===== src/rtl/regfile_scoreboard.sv =====
// regfile_scoreboard: NREGS x DATA_W register file, two combinational read ports,
// one write-back port and a per-register busy scoreboard. Optional macro: REGFILE_BYPASS_EN.
module regfile_scoreboard #(
  parameter int DATA_W  = 16,
  parameter int ADDR_W  = 3,
  parameter bit ZERO_R0 = 1'b0
) (
  input  logic              clk,
  input  logic              reset,
  input  logic              we,
  input  logic [ADDR_W-1:0] addr_w,
  input  logic [DATA_W-1:0] data_w,
  input  logic              set_busy,
  input  logic [ADDR_W-1:0] addr_busy,
  input  logic [ADDR_W-1:0] addr_a,
  input  logic [ADDR_W-1:0] addr_b,
  output logic [DATA_W-1:0] data_a,
  output logic [DATA_W-1:0] data_b,
  output logic              busy_a,
  output logic              busy_b,
  output logic [ADDR_W:0]   pending_cnt
);
  localparam int NREGS = 2 ** ADDR_W;
  localparam int CNT_W = ADDR_W + 1;

  logic [DATA_W-1:0] regs [NREGS];
  logic [NREGS-1:0]  busy;
  logic [NREGS-1:0]  busy_next;
  logic              we_eff;
  logic              set_eff;
  logic              cnt_inc;
  logic              cnt_dec;
  logic [ADDR_W-1:0] rd_addr [2];
  logic [DATA_W-1:0] rd_data [2];
  logic [1:0]        rd_busy;

  // A hardwired-zero r0 swallows both write-backs and busy marks.
  assign we_eff  = we       && !(ZERO_R0 && (addr_w == '0));
  assign set_eff = set_busy && !(ZERO_R0 && (addr_busy == '0));

  // Retirement clears first so a same-address issue in the same cycle wins.
  always_comb begin
    busy_next = busy;
    if (we_eff)  busy_next[addr_w]    = 1'b0;
    if (set_eff) busy_next[addr_busy] = 1'b1;
  end

  assign cnt_inc = set_eff && !busy[addr_busy];
  assign cnt_dec = we_eff && busy[addr_w] && !(set_eff && (addr_busy == addr_w));

  always_ff @(posedge clk or posedge reset) begin
    if (reset) begin
      for (int i = 0; i < NREGS; i++) regs[i] <= '0;
      busy        <= '0;
      pending_cnt <= '0;
    end else begin
      if (we_eff) regs[addr_w] <= data_w;
      busy        <= busy_next;
      pending_cnt <= pending_cnt + CNT_W'(cnt_inc) - CNT_W'(cnt_dec);
    end
  end

  assign rd_addr[0] = addr_a;
  assign rd_addr[1] = addr_b;

  // Reads are forced to zero while reset is held so bypassed data cannot leak out.
  always_comb begin
    for (int p = 0; p < 2; p++) begin
      rd_data[p] = regs[rd_addr[p]];
      rd_busy[p] = busy[rd_addr[p]];
`ifdef REGFILE_BYPASS_EN
      if (we_eff && (rd_addr[p] == addr_w)) begin
        rd_data[p] = data_w;
        rd_busy[p] = set_eff && (addr_busy == rd_addr[p]);
      end
`endif
      if (reset || (ZERO_R0 && (rd_addr[p] == '0))) begin
        rd_data[p] = '0;
        rd_busy[p] = 1'b0;
      end
    end
  end

  assign data_a = rd_data[0];
  assign data_b = rd_data[1];
  assign busy_a = rd_busy[0];
  assign busy_b = rd_busy[1];

endmodule


===== config.mk =====
export PLATFORM = sky130hd
export DESIGN_NAME = regfile_scoreboard
export DESIGN_NICKNAME = d
export VERILOG_FILES = /design/src/rtl/regfile_scoreboard.sv
export SDC_FILE = /design/constraint.sdc
export NUM_CORES = 1
export LEC_CHECK = 0
export BUFFER_PORTS_ARGS = -buffer_cell sky130_fd_sc_hd__buf_2
export CAP_MARGIN = 30
export CORE_UTILIZATION = 56
export CTS_BUF_LIST = sky130_fd_sc_hd__clkbuf_2 sky130_fd_sc_hd__clkbuf_4 sky130_fd_sc_hd__clkbuf_8
export DETAILED_ROUTE_END_ITERATION = 8
export PLACE_DENSITY = 0.78
export SKIP_LAST_GASP = 1
export SYNTH_ARGS = -nofsm -noshare
export SYNTH_HDL_FRONTEND = slang
export SYNTH_SLANG_ARGS = --single-unit

===== constraint.sdc =====
create_clock -name clk -period 11.6 [get_ports clk]
set_input_delay 0 -clock clk [delete_from_list [all_inputs] [get_ports clk]]
set_output_delay 0 -clock clk [all_outputs]
set_load 0.05 [all_outputs]

Word level (Yosys, flattened, before mapping):

Cells that the tools add are included.

* register bits after elaboration: 140
* input bits: 32
* output and inout bits: 38
* word-level logic and storage cells: 65

* add/subtract/negate cells: 2
* magnitude comparators: 10
* equal/unequal tests: 1
* multiplexer cells: 27
* bitwise gates (word level): 6
* reductions and logical operators: 9

Operator list (count)
* bitwise mux 128 bit: 1
* two-way mux 16 bit: 7
* binary-select mux 16 bit (select 3 bit): 2
* demux 16 bit (select 3 bit): 1
* < comparator 3 x 4 -> 1 bit (second input constant): 4
* two-way mux 8 bit: 2
* binary-select mux 1 bit (select 3 bit): 4
* >= comparator 4 bit (second input constant): 3
* NOT 3 -> 4 bit: 3
* AND 8 bit: 1
* two-way mux 1 bit: 8
* NOT 8 bit: 1
* OR 8 bit: 1
* logical AND 1 bit: 7
* demux 1 bit (select 3 bit): 2
* >= comparator 3 x 1 -> 1 bit (second input constant): 2
* adder 4 x 1 -> 4 bit: 1
* < comparator 4 x 1 -> 1 bit (second input constant): 1
* subtractor 4 x 1 -> 4 bit: 1
* equality test 3 bit: 1
* zero test 1 bit: 2

Logic depth before layout (Yosys ltp):

Gate-level depths: netlist of run 1.

* depth in word-level cells: 9
* gate-level depth with buffers: 10
* depth with buffers taken out: 9

Worst setup path after synthesis of run 1:

OpenSTA, ideal clock, no wires.

* path type: register to register
* from: reg busy[0]
* to: reg pending_cnt[2]
* library setup time: 0.123 ns
* arrival time: 1.972 ns
* data required time: 11.477 ns
* path slack: 9.505 ns
* cell stages (with the launch flop): 10
* buffers on the path: 0
* period minus slack after synthesis: 2.095 ns
* path through: dfrtp_1 nor2b_1 a2111oi_0 nor4_1 ha_1 inv_1 ha_1 inv_1 fa_1 xnor2_1

* cells in the longest elaborated chain, start to end: 6
* elaborated cells between the ends (all ways): 10
* those cells by class: add/sub (2); mux (4); reduce/logical (4)

RTL lines
* from (decl): RTL line 27 `logic [NREGS-1:0] busy;`
* from (signal assigned): RTL line 58 `busy <= busy_next;`
* binary-select mux 1 bit (select 3 bit): RTL line 48 `assign cnt_inc = set_eff && !busy[addr_busy];`
* two-way mux 1 bit (not written as such): RTL line 48
* zero test 1 bit: RTL line 48
* logical AND 1 bit: RTL line 48
* adder 4 x 1 -> 4 bit: RTL line 59 `pending_cnt <= pending_cnt + CNT_W'(cnt_inc) - CNT_W'(cnt_dec);`
* subtractor 4 x 1 -> 4 bit *: RTL line 59
* to (signal assigned): RTL line 59
* to (decl): RTL line 21 `output logic [ADDR_W:0] pending_cnt`

Mark *: on every way between the ends. The rest lies on a longest branch, timed or not. The select of a mux whose other input is x is not followed.
A chain may end at the register's enable or synchronous reset.

Worst setup path after layout of run 1:

* from: reg busy[0]
* to: reg pending_cnt[1]

The elaborated chain is that of the path after synthesis.

==> reports/qor.csv, run 1 <==
stage;metric;value;unit
floorplan;rows;43;
critical_path;criticalPathCategory;flop to flop;
final_layout;multiInputGateArea;4000;um2
critical_path;crit_fanout;5;
sta;grt_setup_unrepaired;false;
floorplan;core_area;13900;um2
clock_tree;cts_buffer_depth;2;
power_and_ir_drop;power_frac_seq;43.7;%
min_path;hold_path.class;input pin to asynchronous set/reset pin;
route;wire_per_inst;22.1;um
route;num_vias;5373;
route;drc;0;
sta;period_share;19.5;%
critical_path;path_cells;nor2b_1, a2111oi_0, nor4_1, ha_1, inv_1, ha_1, inv_1, fa_1, inv_1;
sta;clock_skew;0.00289;ns
clock_tree;clk-insertion-delay-late;0.45;ns
critical_path;ff2ff_path_depth;9;
route;via_per_inst;6.29;
final_layout;layout-drive-gt1-share;42.3;%
yosys;synth_fp_nets;625;
placed_design;dpl_cell_area;8300;um2
yosys;syn_area;7990;um2
critical_path;worstPathArrival;2.61;ns
route;dr.max_layer_used;met4;
global_routing;grt_pass1_wl;30.1;mm
yosys;synthAdderAreaFrac;0.877;%
global_routing;grt_pass1_vias;5632;
yosys;ys_ff_latch;140;
final_layout;area_growth;12.3;%
sta;min_period;2.26;ns
yosys;ys.flop_type;dfrtp_1;
route;wl_met2;9.45;mm
sta;slew_headroom;28.8;%
critical_path;max_stage_delay;0.48;ns
route;first_pass_iters;5;
floorplan;design.die.area;14800;um2
route;totalWireLength;18.9;mm
yosys;yosysMostFrequentCell;dfrtp_1;
clock_tree;cts_tree;built;
sta;setup_viol;0;
yosys;syn_inst;588;
critical_path;endpoint_kind;flop;
global_routing;grt_max_degree;73;
clock_tree;clock-sinks;140;
power_and_ir_drop;p_comb_share;29.4;%
power_and_ir_drop;switching_share;32.1;%
yosys;syn_avg_cell_area;13.6;um2
global_routing;grt_antenna_before_repair;0;
job;max-cap-violations;0;
yosys;ys_warn_count;0;
global_routing;gr-usage-all-layers;27.5;%
critical_path;rr_endpoint;pending_cnt[1];
route;wl_met3;892;um
yosys;synth_top_family_by_area;multiplexers;
final_layout;nets;700;
yosys;synth_compound_area_share;7.42;%
final_layout;stdcell_area;8970;um2
critical_path;crit_top_cell;inv_1;
final_layout;n_antenna_cell;0;
yosys;seq_area_frac_synth;43.8;%
clock_tree;postCtsSetupBuffers;0;
floorplan;ios;70;
yosys;yosys.area.top_type_share;43.8;%
yosys;ys_types;35;
critical_path;cp.required;11.95;ns
yosys;synth_edf_count;0;
placed_design;placement.io_buffers;69;
clock_tree;cts_root_buf;clkbuf_8;
yosys;yosys.area.top_type;dfrtp_1;
route;met1_length;8.24;mm
yosys;synth_commonest_cells;dfrtp_1 (140), mux2_2 (129), mux2i_1 (72), inv_1 (45);
sta;hold_violations;0;
critical_path;r2r_start;busy[0];
critical_path;cpLargestDelayFamily;adder cells;
yosys;synth-simple-area-share;3.77;%
global_routing;grt.overflow.total;0;
yosys;muxShareOfSynthArea;37.3;%
status;status;finished, final reports clean;
floorplan;start_util;57.6;%
yosys;synth_xor_area_share;0.658;%
power_and_ir_drop;p_int;1.07;mW
clock_tree;cts_buffers;17;
power_and_ir_drop;peakVddDrop;0.000118;V
critical_path;path_buf_inv;3;
power_and_ir_drop;p_sw;505;uW
clock_tree;htreeDepth;4;
power_and_ir_drop;p_leak;4.12;nW
placed_design;place_hpwl;11.3;mm
route;ant_nets;0;
power_and_ir_drop;cellPowerDensity;175;nW/um2
yosys;synthArstFlopShare;100;%
power_and_ir_drop;clockPowerShare;26.9;%
floorplan;dieWidth;121;um
critical_path;reg2reg_slack;9.34;ns
power_and_ir_drop;p_total;1.57;mW
route;drtIter0Drc;485;
sta;fmax;0.443;GHz
critical_path;crit_slowest_cell;fa_1;
sta;report.final.slew_viol_count;0;
final_layout;final-seq-area;3500;um2
sta;worst_slew_pin_slew;1.06;ns
floorplan;die_h;121;um
critical_path;start_kind;flop;
clock_tree;clk_pin_slew_worst_paths;0.08;ns
placed_design;gp_congestion;0.824;
sta;tns;0;ns
final_layout;fillers;1054;
yosys;synthTopCellsByArea;dfrtp_1 (44%), mux2_2 (18%), mux4_2 (9.9%);
[cell families (layout without fill, tap and decap cells)]
family,count (synthesis),after routing
DFF,140,140
muxes,238,238
buffers and inverters,88,174
AOI/OAI and AO/OA,81,81
and+or+nand+nor,30,30
adders and majority gates,5,5
xor gates and xnor gates,6,6
[sequential cells by signal, indices dropped and copies added (netlist names)]
| name | cells |
|---|---|
| busy | 8 |
| regs | 128 |
| pending_cnt | 4 |
[cell usage in the layout, fill, tap and decap left out, drive strengths merged]
cell type	instances
nor2	4
dlygate4sd3	23
o21ai	5
a21o	1
nor3	2
nand2b	5
clkinv	4
nand4	1
buf	76
a221o	34
dfrtp	140
ha	4
and4	1
nor2b	3
mux4	35
xnor2	6
inv	45
mux2i	72
a2111oi	1
clkbuf	23
o22ai	3
or2b	1
o32ai	2
a21oi	35
mux2	131
fa	1
nor4	1
nand2	9
bufinv	3
nand4b	3
[layout make-up]
cell class | instances | share of cell area [%]
Inverter | 45 | 1.91
Clock buffer | 23 | 3.53
Timing Repair Buffer | 99 | 7.17
Sequential cell | 140 | 39.1
Clock inverter | 7 | 1.23
Tap cell | 180 | 2.51
Multi-Input combinational cell | 360 | 44.6
[power groups by stage]
| stage | logic [mW] | clock network [mW] | registers [mW] |
|---|---|---|---|
| 3_3_place_gp | 0.436 | 0 | 0.679 |
| 6_report | 0.463 | 0.424 | 0.687 |
| 2_1_floorplan | 0.351 | 0 | 0.693 |
| 4_1_cts | 0.465 | 0.429 | 0.684 |
| 3_5_place_dp | 0.456 | 0 | 0.694 |
| 5_1_grt | 0.500 | 0.450 | 0.702 |
[per-layer routing]
metal  track usage (%)  vias up
li1                  -     2352
met1              35.2     2832
met2              45.3      163
met3              7.14       26
met4              9.03        0
met5                 0        -
[what timing repair did]
item                       4_1_cts  5_1_grt
setup endpoints to repair        0        0
hold buffers                    23        0
hold endpoints to repair       136        0
gates resized for setup          0        0
[per-stage QoR]
stage	std cells	hold slack [ns]	setup WS, ns	util [%]
floorplan	588	0.110	7.48	-
CTS	853	0.0803	9.35	64.5
global route	854	0.161	9.25	64.6
finish	854	0.0929	9.34	64.6
detailed placement	800	0.330	9.36	59.8
global placement	799	0.321	9.42	59.7
[how the worst max path moves through the flow]
stage                       start              to  cells after the start
after floorplan             reset         busy[0]                      3
after global placement    busy[0]  pending_cnt[1]                      9
after detailed placement  busy[0]  pending_cnt[1]                      9
after CTS                 busy[0]  pending_cnt[1]                      9
after global routing      busy[0]  pending_cnt[1]                      9
final                     busy[0]  pending_cnt[1]                      9
Note: power is estimated with default switching activity, not from simulation.
==> inputs of run 2 (changes only) <==
PLACE_DENSITY = 0.81   (was 0.78)
clock period = 1.8 ns   (was 11.6 ns; I/O delays follow)
==> run 2 against run 1 <==
  * The run now ends with setup timing left
  * Utilization rose by 2.7 points
  * Via count rose by 3.7%
  * Power increased to 6.4 times the previous value
  * Clock power rose to 5.8 times the previous value
  * Sequential share of layout area is 1.5 points lower
  * Critical path depth unchanged
  * First-iteration DRC count is 7.2% lower
  * Maximum frequency grew 6.3%
  * Largest cell class unchanged
  * Highest routed layer unchanged
  * Clock skew shrank 0.00084 ns
  * Non-clock buffer count increased by 26
==> reports/qor.csv, run 2 (same netlist as run 1, synthesis figures left out) <==
stage;metric;value;unit
status;status;finished with violations;
status;violations;setup timing;
route;totalWireLength;19.6;mm
clock_tree;cts_buffer_depth;2;
clock_tree;htreeDepth;4;
global_routing;gr-usage-met2;45.9;%
final_layout;fillers;993;
floorplan;ios;70;
power_and_ir_drop;power_frac_seq;43.8;%
global_routing;use_met1;37.0;%
placed_design;gp_congestion;0.810;
route;drtIter0Drc;450;
floorplan;core_area;13900;um2
power_and_ir_drop;p_total;10.1;mW
route;wire_per_inst;22.2;um
power_and_ir_drop;clockPowerShare;24.1;%
final_layout;mostFrequentLayoutCell;dfrtp_1;
final_layout;area_growth;16.9;%
sta;tns;-0.811;ns
power_and_ir_drop;p_leak;4.24;nW
floorplan;die_h;121;um
global_routing;grt.overflow.total;0;
placed_design;dp.cells;828;
clock_tree;clk-insertion-delay-late;0.47;ns
clock_tree;cts_root_buf;clkbuf_8;
sta;fmax;0.470;GHz
critical_path;worstPathArrival;2.49;ns
route;first_pass_iters;4;
global_routing;grtUsageMet3;6.06;%
placed_design;dp_slack;-0.361;ns
sta;clock_skew;0.00204;ns
critical_path;endpoint_kind;flop;
global_routing;grt_antenna_before_repair;0;
sta;min_period;2.13;ns
global_routing;grt_max_degree;109;
critical_path;path_cells;nor2b_1, a2111oi_4, nor4_2, ha_4, inv_4, ha_4, inv_2, fa_2, inv_1;
final_layout;layout-drive-gt1-share;47.0;%
global_routing;gr-usage-all-layers;28.2;%
critical_path;cp.required;2.17;ns
sta;hold_violations;0;
sta;worst_slew_pin_slew;0.992;ns
placed_design;placement.io_buffers;69;
critical_path;crit_top_cell;ha_4;
route;via_per_inst;6.32;
power_and_ir_drop;p_int;6.65;mW
final_layout;final_cell_mix;dfrtp_1 (139), mux2_2 (128), mux2i_1 (72);
final_layout;n_antenna_cell;0;
critical_path;criticalPathCategory;flop to flop;
power_and_ir_drop;p_sw;3.48;mW
sta;report.final.slew_viol_count;0;
critical_path;max_stage_delay;0.51;ns
sta;setup_viol;4;
floorplan;rows;43;
critical_path;crit_slowest_cell;fa_2;
floorplan;design.die.area;14800;um2
placed_design;place_hpwl;12.2;mm
power_and_ir_drop;peakVddDrop;0.000731;V
final_layout;instances_no_fill;882;
final_layout;largest_reg_flops;128;
critical_path;start_kind;flop;
global_routing;grt_pass1_vias;5828;
sta;period_share;118;%
power_and_ir_drop;cellPowerDensity;1080;nW/um2
clock_tree;cts_tree;built;
route;drc;0;
global_routing;top_usage_layer;met2;
min_path;hold_path.class;input pin to flop;
route;num_vias;5571;
clock_tree;cts_buffers;17;
job;max-cap-violations;0;
final_layout;top_regs;regs x128, busy x8, pending_cnt x4;
sta;holdWs;0.0648;ns
route;ant_nets;0;
sta;layout_setup_ws;-0.326;ns
clock_tree;clock-sinks;140;
clock_tree;clk_pin_slew_worst_paths;0.08;ns
floorplan;start_util;57.6;%
power_and_ir_drop;p_comb_share;32.1;%
power_and_ir_drop;switching_share;34.4;%
floorplan;dieWidth;121;um
critical_path;cpLargestDelayFamily;adder cells;
final_layout;nets;726;
sta;grt_setup_unrepaired;true;
final_layout;largest_register;regs;
global_routing;grt_pass1_wl;30.9;mm
critical_path;path_buf_inv;3;
sta;slew_headroom;33.8;%
critical_path;crit_fanout;3;
[run 2: cell types whose count changed in the layout (fill, tap and decap cells not counted), sizes merged]
cell | previous run | this run
clkbuf | 23 | 29
clkinvlp | 0 | 6
buf | 76 | 94
clkinv | 4 | 6
bufinv | 3 | 1
dlygate4sd3 | 23 | 21
[run 2: routing by layer]
layer  vias to the layer above  part of all wire, %
met5                         -                    0
met4                         0                  1.9
met3                        37                  4.9
met2                       167                   51
met1                      2954                   42
li1                       2413                    -
[run 2: metrics by stage]
step | utilization [%] | area, um2
final | 67.3 | 9350
after global routing | 67.3 | 9350
after CTS | 66.4 | 9220
after detailed placement | 62.0 | 8610
after global placement | 61.9 | 8600
after floorplan | - | 8020
[run 2: path summary, 6_finish.rpt]
kind	cells past startpoint	start	slack (ns)	end
worst max register to register	9	busy[0]	-0.33	pending_cnt[1]
worst min register to register	1	regs[53]	0.53	regs[53]
max in group asynchronous	3	reset	1.21	regs[87]
worst max-delay path	9	busy[0]	-0.33	pending_cnt[1]
worst min-delay path	4	set_busy	0.06	busy[4]
min in group asynchronous	3	reset	0.09	regs[19]
[run 2: worst reg2reg max path, delay by kind of cell (launching register included)]
kind            cells  cell delay (ns)
compound gates      1             0.06
fa+ha+maj           3             0.90
buf+inv             3             0.12
flops               1             0.37
simple gates        2             0.58
[run 2: power groups by stage]
stage / clock (mW) / sequential [mW] / combinational, mW
after floorplan: 0 / 4.47 / 2.27
after global placement: 0 / 4.36 / 2.92
after detailed placement: 0 / 4.47 / 3.06
after CTS: 2.46 / 4.40 / 3.15
after global routing: 2.60 / 4.52 / 3.51
final: 2.44 / 4.44 / 3.26
[run 2: area by class of cell]
cell class	count	area, um2	share of cell area [%]
repair buffers	125	966	10.3
clock inverters	13	118	1.26
well taps	180	225	2.41
clock buffers	19	262	2.80
multi-input cells	360	4100	43.8
inverters	45	175	1.87
flip-flops and latches	140	3500	37.5
[run 2: repair_timing]
| action | CTS | global route |
|---|---|---|
| resized for setup | 8 | 35 |
| buffers inserted | 1 | 3 |
| setup endpoints to repair | 6 | 19 |
| hold buffers | 21 | 0 |
| endpoints found under the hold margin | 136 | 0 |
| pin swaps | 3 | 5 |
